File: src/rtl/vga_pkg.sv
`default_nettype none
// ============================================================================
// Module      : vga_pkg
// Description : Shared constants for the VGA frame streamer: default visible
//               geometry, frame size, address width and FSM state encoding.
// Revision    : 1.0 - initial release
// ============================================================================
package vga_pkg;

    localparam int H_ACTIVE     = 640;
    localparam int V_ACTIVE     = 480;
    localparam int FRAME_PIXELS = H_ACTIVE * V_ACTIVE;   // 307200

    localparam int ADDR_W       = 19;
    localparam int STATE_W      = 2;

    // Streamer FSM encoding
    localparam logic [STATE_W-1:0] c_ST_IDLE   = 2'd0;  // waiting for first frame sync
    localparam logic [STATE_W-1:0] c_ST_ARMED  = 2'd1;  // synced, no pixel seen yet
    localparam logic [STATE_W-1:0] c_ST_ACTIVE = 2'd2;  // frame in progress

    // Frame sync is the overlap of the two active-low sync pulses.
    function automatic logic is_frame_sync(input logic hs, input logic vs);
        return ~hs & ~vs;
    endfunction

endpackage : vga_pkg
`default_nettype wire

File: src/rtl/sync_delay_line.sv
`default_nettype none
// ============================================================================
// Module      : sync_delay_line
// Description : Fixed-depth shift register used to align sync/blank signals
//               with the pixel data pipeline.
// Ports       : clk  - clock
//               rst  - synchronous active-high reset, loads RESET_VAL
//               i_d  - input word
//               o_q  - input word delayed by DEPTH cycles
// Revision    : 1.0 - initial release
// ============================================================================
module sync_delay_line #(
    parameter int                WIDTH     = 3,
    parameter int                DEPTH     = 3,
    parameter logic [WIDTH-1:0]  RESET_VAL = '0
) (
    input  logic             clk,
    input  logic             rst,
    input  logic [WIDTH-1:0] i_d,
    output logic [WIDTH-1:0] o_q
);

    logic [WIDTH-1:0] r_stage [DEPTH];

    always_ff @(posedge clk) begin
        if (rst) begin
            for (int i = 0; i < DEPTH; i++) begin
                r_stage[i] <= RESET_VAL;
            end
        end else begin
            r_stage[0] <= i_d;
            for (int i = 1; i < DEPTH; i++) begin
                r_stage[i] <= r_stage[i-1];
            end
        end
    end

    assign o_q = r_stage[DEPTH-1];

endmodule : sync_delay_line
`default_nettype wire

File: src/rtl/vga_frame_streamer.sv
`default_nettype none
// ============================================================================
// Module      : vga_frame_streamer
// Description : Generates background-memory pixel addresses from the VGA
//               sync/blank timing, tracks frame completeness, and drives the
//               DAC colour and delayed sync outputs aligned to the pixel
//               data returned PIPE_LAT cycles after each address.
// Ports       : clk, rst          - pixel clock, sync active-high reset
//               hs, vs, blank_n   - timing from the sync generator
//               bgr_in            - overlaid pixel {B,G,R}
//               addr              - background memory pixel address
//               vga_r/g/b         - DAC colour (zero while blanked)
//               vga_hs/vs/blank_n - timing delayed by PIPE_LAT+1
//               frame_done        - one-cycle pulse when a frame closes
//               frame_count       - completed frames (saturating)
//               frame_error       - last closed frame had wrong pixel count
// Revision    : 1.0 - initial release
// ============================================================================
module vga_frame_streamer #(
    parameter int H_ACTIVE = vga_pkg::H_ACTIVE,
    parameter int V_ACTIVE = vga_pkg::V_ACTIVE,
    parameter int PIPE_LAT = 2
) (
    input  logic        clk,
    input  logic        rst,
    input  logic        hs,
    input  logic        vs,
    input  logic        blank_n,
    input  logic [23:0] bgr_in,
    output logic [18:0] addr,
    output logic [7:0]  vga_r,
    output logic [7:0]  vga_g,
    output logic [7:0]  vga_b,
    output logic        vga_hs,
    output logic        vga_vs,
    output logic        vga_blank_n,
    output logic        frame_done,
    output logic [15:0] frame_count,
    output logic        frame_error
);

    import vga_pkg::*;

    localparam int                c_FRAME_PIXELS = H_ACTIVE * V_ACTIVE;
    localparam logic [ADDR_W-1:0] c_FRAME_CNT    = ADDR_W'(c_FRAME_PIXELS);
    localparam logic [ADDR_W-1:0] c_LAST_ADDR    = ADDR_W'(c_FRAME_PIXELS - 1);
    localparam int                c_DELAY        = PIPE_LAT + 1;

    // ------------------------------------------------------------------
    // Address generation and frame accounting
    // ------------------------------------------------------------------
    logic [STATE_W-1:0] r_state;
    logic [ADDR_W-1:0]  r_addr;
    logic [ADDR_W-1:0]  r_pixel_cnt;
    logic               r_overlong;
    logic               r_frame_done;
    logic [15:0]        r_frame_count;
    logic               r_frame_error;

    logic w_frame_sync;
    logic w_addr_last;
    logic w_cnt_sat;
    logic w_cnt_full;

    assign w_frame_sync = is_frame_sync(hs, vs);
    assign w_addr_last  = (r_addr == c_LAST_ADDR);
    assign w_cnt_sat    = &r_pixel_cnt;
    // A visible pixel arriving once a whole frame has been counted is extra.
    assign w_cnt_full   = (r_pixel_cnt >= c_FRAME_CNT);

    always_ff @(posedge clk) begin
        if (rst) begin
            r_state       <= c_ST_IDLE;
            r_addr        <= '0;
            r_pixel_cnt   <= '0;
            r_overlong    <= 1'b0;
            r_frame_done  <= 1'b0;
            r_frame_count <= '0;
            r_frame_error <= 1'b0;
        end else begin
            r_frame_done <= 1'b0;
            case (r_state)
                c_ST_IDLE: begin
                    r_addr <= '0;
                    if (w_frame_sync) begin
                        r_state <= c_ST_ARMED;
                    end
                end

                c_ST_ARMED, c_ST_ACTIVE: begin
                    // Sync wins over a coincident visible pixel.
                    if (w_frame_sync) begin
                        r_addr  <= '0;
                        r_state <= c_ST_ARMED;
                        // Only a frame that saw pixels closes; a held sync
                        // falls into ARMED after its first cycle.
                        if (r_state == c_ST_ACTIVE) begin
                            r_frame_done  <= 1'b1;
                            r_frame_error <= (r_pixel_cnt != c_FRAME_CNT) || r_overlong;
                            if (r_frame_count != 16'hFFFF) begin
                                r_frame_count <= r_frame_count + 16'd1;
                            end
                            r_pixel_cnt <= '0;
                            r_overlong  <= 1'b0;
                        end
                    end else if (blank_n) begin
                        r_state <= c_ST_ACTIVE;
                        r_addr  <= w_addr_last ? '0 : r_addr + 19'd1;
                        if (w_cnt_full) begin
                            r_overlong <= 1'b1;
                        end
                        if (!w_cnt_sat) begin
                            r_pixel_cnt <= r_pixel_cnt + 19'd1;
                        end
                    end
                end

                default: begin
                    r_state <= c_ST_IDLE;
                    r_addr  <= '0;
                end
            endcase
        end
    end

    assign addr        = r_addr;
    assign frame_done  = r_frame_done;
    assign frame_count = r_frame_count;
    assign frame_error = r_frame_error;

    // ------------------------------------------------------------------
    // Video path: timing delayed to meet the returning pixel data
    // ------------------------------------------------------------------
    logic [2:0]  w_sync_dly;
    logic [23:0] r_bgr;

    sync_delay_line #(
        .WIDTH     (3),
        .DEPTH     (c_DELAY),
        .RESET_VAL (3'b110)
    ) u_sync_delay (
        .clk (clk),
        .rst (rst),
        .i_d ({hs, vs, blank_n}),
        .o_q (w_sync_dly)
    );

    always_ff @(posedge clk) begin
        if (rst) begin
            r_bgr <= '0;
        end else begin
            r_bgr <= bgr_in;
        end
    end

    assign vga_hs      = w_sync_dly[2];
    assign vga_vs      = w_sync_dly[1];
    assign vga_blank_n = w_sync_dly[0];

    assign vga_b = w_sync_dly[0] ? r_bgr[23:16] : 8'h00;
    assign vga_g = w_sync_dly[0] ? r_bgr[15:8]  : 8'h00;
    assign vga_r = w_sync_dly[0] ? r_bgr[7:0]   : 8'h00;

endmodule : vga_frame_streamer
`default_nettype wire

File: config.mk
export PLATFORM = sky130hd
export DESIGN_NAME = vga_frame_streamer
export DESIGN_NICKNAME = d
export VERILOG_FILES = /design/src/rtl/vga_pkg.sv /design/src/rtl/sync_delay_line.sv /design/src/rtl/vga_frame_streamer.sv
export SDC_FILE = /design/constraint.sdc
export NUM_CORES = 1
export LEC_CHECK = 0
export ABC_AREA = 1
export BUFFER_PORTS_ARGS = -buffer_cell sky130_fd_sc_hd__buf_2
export CORE_UTILIZATION = 30
export CTS_CLUSTER_DIAMETER = 60
export CTS_CLUSTER_SIZE = 10
export DETAILED_ROUTE_END_ITERATION = 10
export PLACE_DENSITY = 0.47
export REMOVE_ABC_BUFFERS = 1
export SYNTH_ARGS = -nofsm -noshare
export SYNTH_HDL_FRONTEND = slang
export SYNTH_SLANG_ARGS = --single-unit
export TNS_END_PERCENT = 50
File: constraint.sdc
create_clock -name clk -period 3.8 [get_ports clk]
set_input_delay 0.38 -clock clk [delete_from_list [all_inputs] [get_ports clk]]
set_output_delay 0.38 -clock clk [all_outputs]
set_load 0.05 [all_outputs]
Word-level counts from Yosys, hierarchy flattened --
Memories as Yosys holds them, arrays and structs flattened. Cells that the tools add are included.
Storage, ports and cells: bits in registers 83, memory bits (writable) 9, input port bits 29, output and inout port bits 64, memories kept 1
Memory list:
- u_sync_delay.r_stage | depth 3, width 3, read ports 3, clocked after Yosys merged registers in 0, write ports 3, line sync_delay_line.sv:23 | logic [WIDTH-1:0] r_stage [DEPTH];
Cells by class: add/subtract/negate cells 3, $lt $le $gt $ge 1, equality and inequality tests 9, muxes and demuxes 23, bitwise gates (word level) 8, reductions and logical operators 13
Operators with widths (number):
- $mux 19 | 5
- $add 19x1->19 const B | 2
- $mux 8 | 3
- $eq 19x19->1 const B | 1
- $ge 19x19->1 const B | 1
- $ne 19x19->1 const B | 1
- $reduce_and 19->1 | 1
- $add 16x1->16 const B | 1
- $ne 16x16->1 const B | 1
- $reduce_and 4->1 | 3
- $mux 3 | 3
- $mux 1 | 8
- $mux 2 | 3
- $reduce_or 3->1 | 2
- $ne 2x2->1 const B | 2
- $not 1->1 | 4
- $pmux 2 s2 | 1
- $reduce_bool 2->1 | 2
- $ne 3x3->1 const B | 1
- $or 1x1->1 | 3
- $reduce_and 3->1 | 1
- $eq 2x1->1 const B | 1
- $eq 2x2->1 const B | 1
- $logic_not 2->1 | 1
- 5 further kinds | 5

Logic depth before layout (Yosys ltp) --
depth in word-level cells 4, gate-level depth with buffers 12, mapped depth without buffers 11

Cells and area by module --
From an unflattened synthesis, not the netlist that was laid out.
Unflattened totals: cell total of the unflattened synthesis 688, area total of the unflattened synthesis 4634.4 sq um
By module, submodules not included:
- vga_frame_streamer | instances 1, cells each 657, area an instance 4357.9 sq um
- sync_delay_line | instances 1, cells each 31, area an instance 276.5 sq um

Worst setup path before layout --
Ideal clock, no wire load.
kind reg2reg, start register r_frame_count[0] (netlist: frame_count[0]), end register r_frame_count[5] (netlist: frame_count[5]), setup time 117 ps, data arrival time 1827 ps, required time 3683 ps, setup slack 1856 ps, cell stages (with the launch flop) 12, path buffers 1, period minus slack after synthesis 1944 ps, cells stage by stage dfxtp_1 -> ha_1 -> inv_1 -> nor2_2 -> inv_2 -> nor2_8 -> nand2_4 -> nand2_2 -> nand2_2 -> buf_6 -> a21oi_1 -> nor2_1
Between the ends: cells in the longest elaborated chain, start to end 2
RTL lines:
- from (decl) | line vga_frame_streamer.sv:57 | logic [15:0] r_frame_count;
- from (signal assigned) | line vga_frame_streamer.sv:101 | r_frame_count <= r_frame_count + 16'd1;
- parallel branches: the longest is 2 deep, another holds $add 16x1->16
Several ways; the timed one is not identified. A chain may end at the register's enable or synchronous reset.

Final worst setup path --
start register r_state[1], end register r_pixel_cnt[13]
Between the ends: cells in the longest elaborated chain, start to end 3
RTL lines:
- from (decl) | line vga_frame_streamer.sv:52 | logic [STATE_W-1:0] r_state;
- from (signal assigned) | line vga_frame_streamer.sv:73 | r_state <= c_ST_IDLE;
- from (signal assigned) | line vga_frame_streamer.sv:86 | r_state <= c_ST_ARMED;
- from (signal assigned) | line vga_frame_streamer.sv:94 | r_state <= c_ST_ARMED;
- $eq 2x2->1 or $eq 2x1->1 (tied branches) | line vga_frame_streamer.sv:82, vga_frame_streamer.sv:97
- $ne 2x1->1 (no source line) or $reduce_or 2->1 (tied branches)
- $reduce_and 4->1 (no source line) (*)
- to (signal assigned) | line vga_frame_streamer.sv:113 | r_pixel_cnt <= r_pixel_cnt + 19'd1;
- to (decl) | line vga_frame_streamer.sv:54 | logic [ADDR_W-1:0] r_pixel_cnt;
Mark *: on every way between the ends. The rest lies on a longest branch, timed or not.

==> results.json <==
{
  "outcome": "complete, no violations",
  "tritoncts": "yes",
  "die-area_sq_mm": 0.0154,
  "cts_num_sinks": 92,
  "post-route-util_pct": 36.8,
  "grt_usage_pct": 14.7,
  "required_ps": 4020,
  "crit_path_start_kind": "flip-flop",
  "crit_path_max_fanout": 21,
  "netlist_area_sq_mm": 0.00446,
  "row_count": 44,
  "hpwl_mm": 7.94,
  "finalPower_uw": 2010,
  "hold_violations": 0,
  "clk_root_buffer_cell": "clkbuf_16",
  "clk_latency_ps": 350,
  "most-common-layout-cells": "153 x nand2_1, 117 x nor2_1, 98 x inv_1",
  "fin_crit_ps": 2090,
  "die_x_um": 124,
  "slew_violations": 0,
  "fin_crit_sh_pct": 55.0,
  "ys_ff_latch": 92,
  "arrival_ps": 2310,
  "drt_pass1_iterations": 4,
  "ctsResizeCount": 0,
  "overflow": 0,
  "grt_pass1_vias": 3867,
  "synth_edf_count": 0,
  "clock_skew_ps": 7.84,
  "gp_congestion": 0.842,
  "ys_seq_area_share_pct": 41.3,
  "core-area_sq_mm": 0.0145,
  "clk_pin_slew_ps": 70,
  "fillers": 1593,
  "io_pins": 93,
  "synth_cells": 655,
  "rsz0062_at_grt": "false",
  "worstMarginPinSlew_ps": 809,
  "p_leak_uw": 0.00259,
  "wl_mm": 10.9,
  "cts_hold_buf": 0,
  "tns_ps": 0,
  "drc_errors": 0,
  "drive_gt1_share_pct": 18.5,
  "synth_flop_cell": "dfxtp_1",
  "peakVddDrop_v": 0.000208,
  "fmax_mhz": 479,
  "antenna_found_initial": 0,
  "final_common_cell": "nand2_1",
  "reg2reg_depth": 11,
  "vias_per_cell": 4.45,
  "ant_nets": 0,
  "drtIter0Drc": 196,
  "max-cap-violations": 0,
  "end_kind": "flip-flop",
  "cts_buffers": 9,
  "async_flop_share_pct": 0,
  "power_density_mw_per_mm2": 375,
  "grt_max_degree": 54,
  "num_vias": 4156,
  "hp-class": "in -> reg",
  "cts_htree_levels": 3,
  "grt_pass1_wl_mm": 17.8,
  "hold_depth": 3,
  "cts_buffer_depth": 2,
  "syn_to_final_growth_pct": 20.0,
  "synth_area_per_cell_sq_um": 6.81,
  "post_drt_wl_per_cell_um": 11.7,
  "setup_viol": 0,
  "cts_setup_buffers": 0,
  "maxSlewHeadroom_pct": 46.0,
  "portBuffers": 92,
  "start_util_pct": 30.7,
  "worstSetupPathType": "reg -> reg",
  "antenna_cells": 0,
  "die_h_um": 124,
  "yosysWarningCount": 0,
  "synth.distinct_cells": 35,
  "fin_nets": 781
}
## per-layer routing
metal	vias to the layer above	GRT usage, %	routed length, um
li1	2205	-	-
met5	-	0	0
met1	1832	18.7	5260
met4	0	5.80	187
met3	14	3.66	653
met2	105	23.9	4800
## through the flow
step                      instances  hold slack [ps]  setup slack [ps]  cell area [sq um]
final                           934              231              1710               5350
after global routing            934              224              1460               5350
after CTS                       934              215              1720               5350
after detailed placement        918              397              1540               5080
after global placement          918              391              1650               5080
after floorplan                 639              388              1830               4360
## state kept, by name, summed over array words and instances (netlist names)
name                  flops
frame_count              16
u_sync_delay.r_stage      9
r_bgr                    24
frame_error               1
r_overlong                1
frame_done                1
r_state                   2
r_pixel_cnt              19
addr                     19
## critical path, stage by stage (launching register included)
cell and delay (ps):
dfxtp_1 380, inv_1 60, ha_1 340, inv_2 40
nor2_1 160, nand2_1 120, nand2_2 130, nand2_2 310
inv_2 220, nor2_1 60, nor2_1 110, nor2_1 40
## final cells by class
class | count | area, sq um | share of cell area, %
Sequential cell | 92 | 1840 | 34.4
Multi-Input combinational cell | 442 | 2130 | 39.7
Clock inverter | 6 | 48.8 | 0.911
Inverter | 105 | 394 | 7.36
Clock buffer | 10 | 229 | 4.28
Timing Repair Buffer | 95 | 483 | 9.02
Tap cell | 184 | 230 | 4.30
## cells by family (layout without fill, tap and decap cells)
family / Yosys count / count (layout) / synth area share (%)
fa+ha+maj: 7 / 7 / 1.96
simple gates: 352 / 352 / 34.6
flops: 92 / 92 / 41.3
buf+inv: 121 / 216 / 11.1
compound gates: 67 / 67 / 7.96
xor+xnor: 16 / 16 / 3.14
## synth_stat cells (2+ instances only)
master | instances | share of area, %
ha_1 | 7 | 2.0
clkbuf_1 | 9 | 0.76
o21ai_1 | 13 | 1.5
nor3b_1 | 2 | 0.34
o21ai_0 | 9 | 1.0
nand2_1 | 153 | 13
a31oi_1 | 2 | 0.28
nand3_1 | 30 | 3.4
buf_2 | 2 | 0.22
dfxtp_1 | 92 | 41
xor2_1 | 15 | 2.9
inv_2 | 7 | 0.59
nor2_1 | 117 | 9.8
or2_2 | 6 | 0.84
and2_1 | 2 | 0.28
nand2_2 | 5 | 0.70
nor2_4 | 2 | 0.50
nor3_4 | 2 | 0.73
buf_6 | 5 | 1.3
nor2_2 | 2 | 0.28
a21oi_1 | 40 | 4.5
nor3_1 | 9 | 1.0
nand4_1 | 15 | 2.1
inv_1 | 98 | 8.2
## power breakdown
| part | internal, uW | total [uW] | switching, uW |
|---|---|---|---|
| registers | 987 | 998 | 11.0 |
| logic | 45.7 | 154 | 109 |
| clock network | 451 | 854 | 404 |
## final timing paths
| kind | startpoint | slack (ps) | end |
|---|---|---|---|
| setup reg to reg | r_state[1]$_SDFFE_PP0P_ | 1710 | r_pixel_cnt[13]$_SDFFE_PP0P_ |
| hold / removal | bgr_in[22] | 230 | r_bgr[22]$_SDFF_PP0_ |
| hold reg to reg | u_sync_delay.r_stage[0][3]$_SDFF_PP0_ | 410 | u_sync_delay.r_stage[0][6]$_SDFF_PP0_ |
| setup / recovery | r_state[1]$_SDFFE_PP0P_ | 1710 | r_pixel_cnt[13]$_SDFFE_PP0P_ |
(Power assumes the default switching activity.)
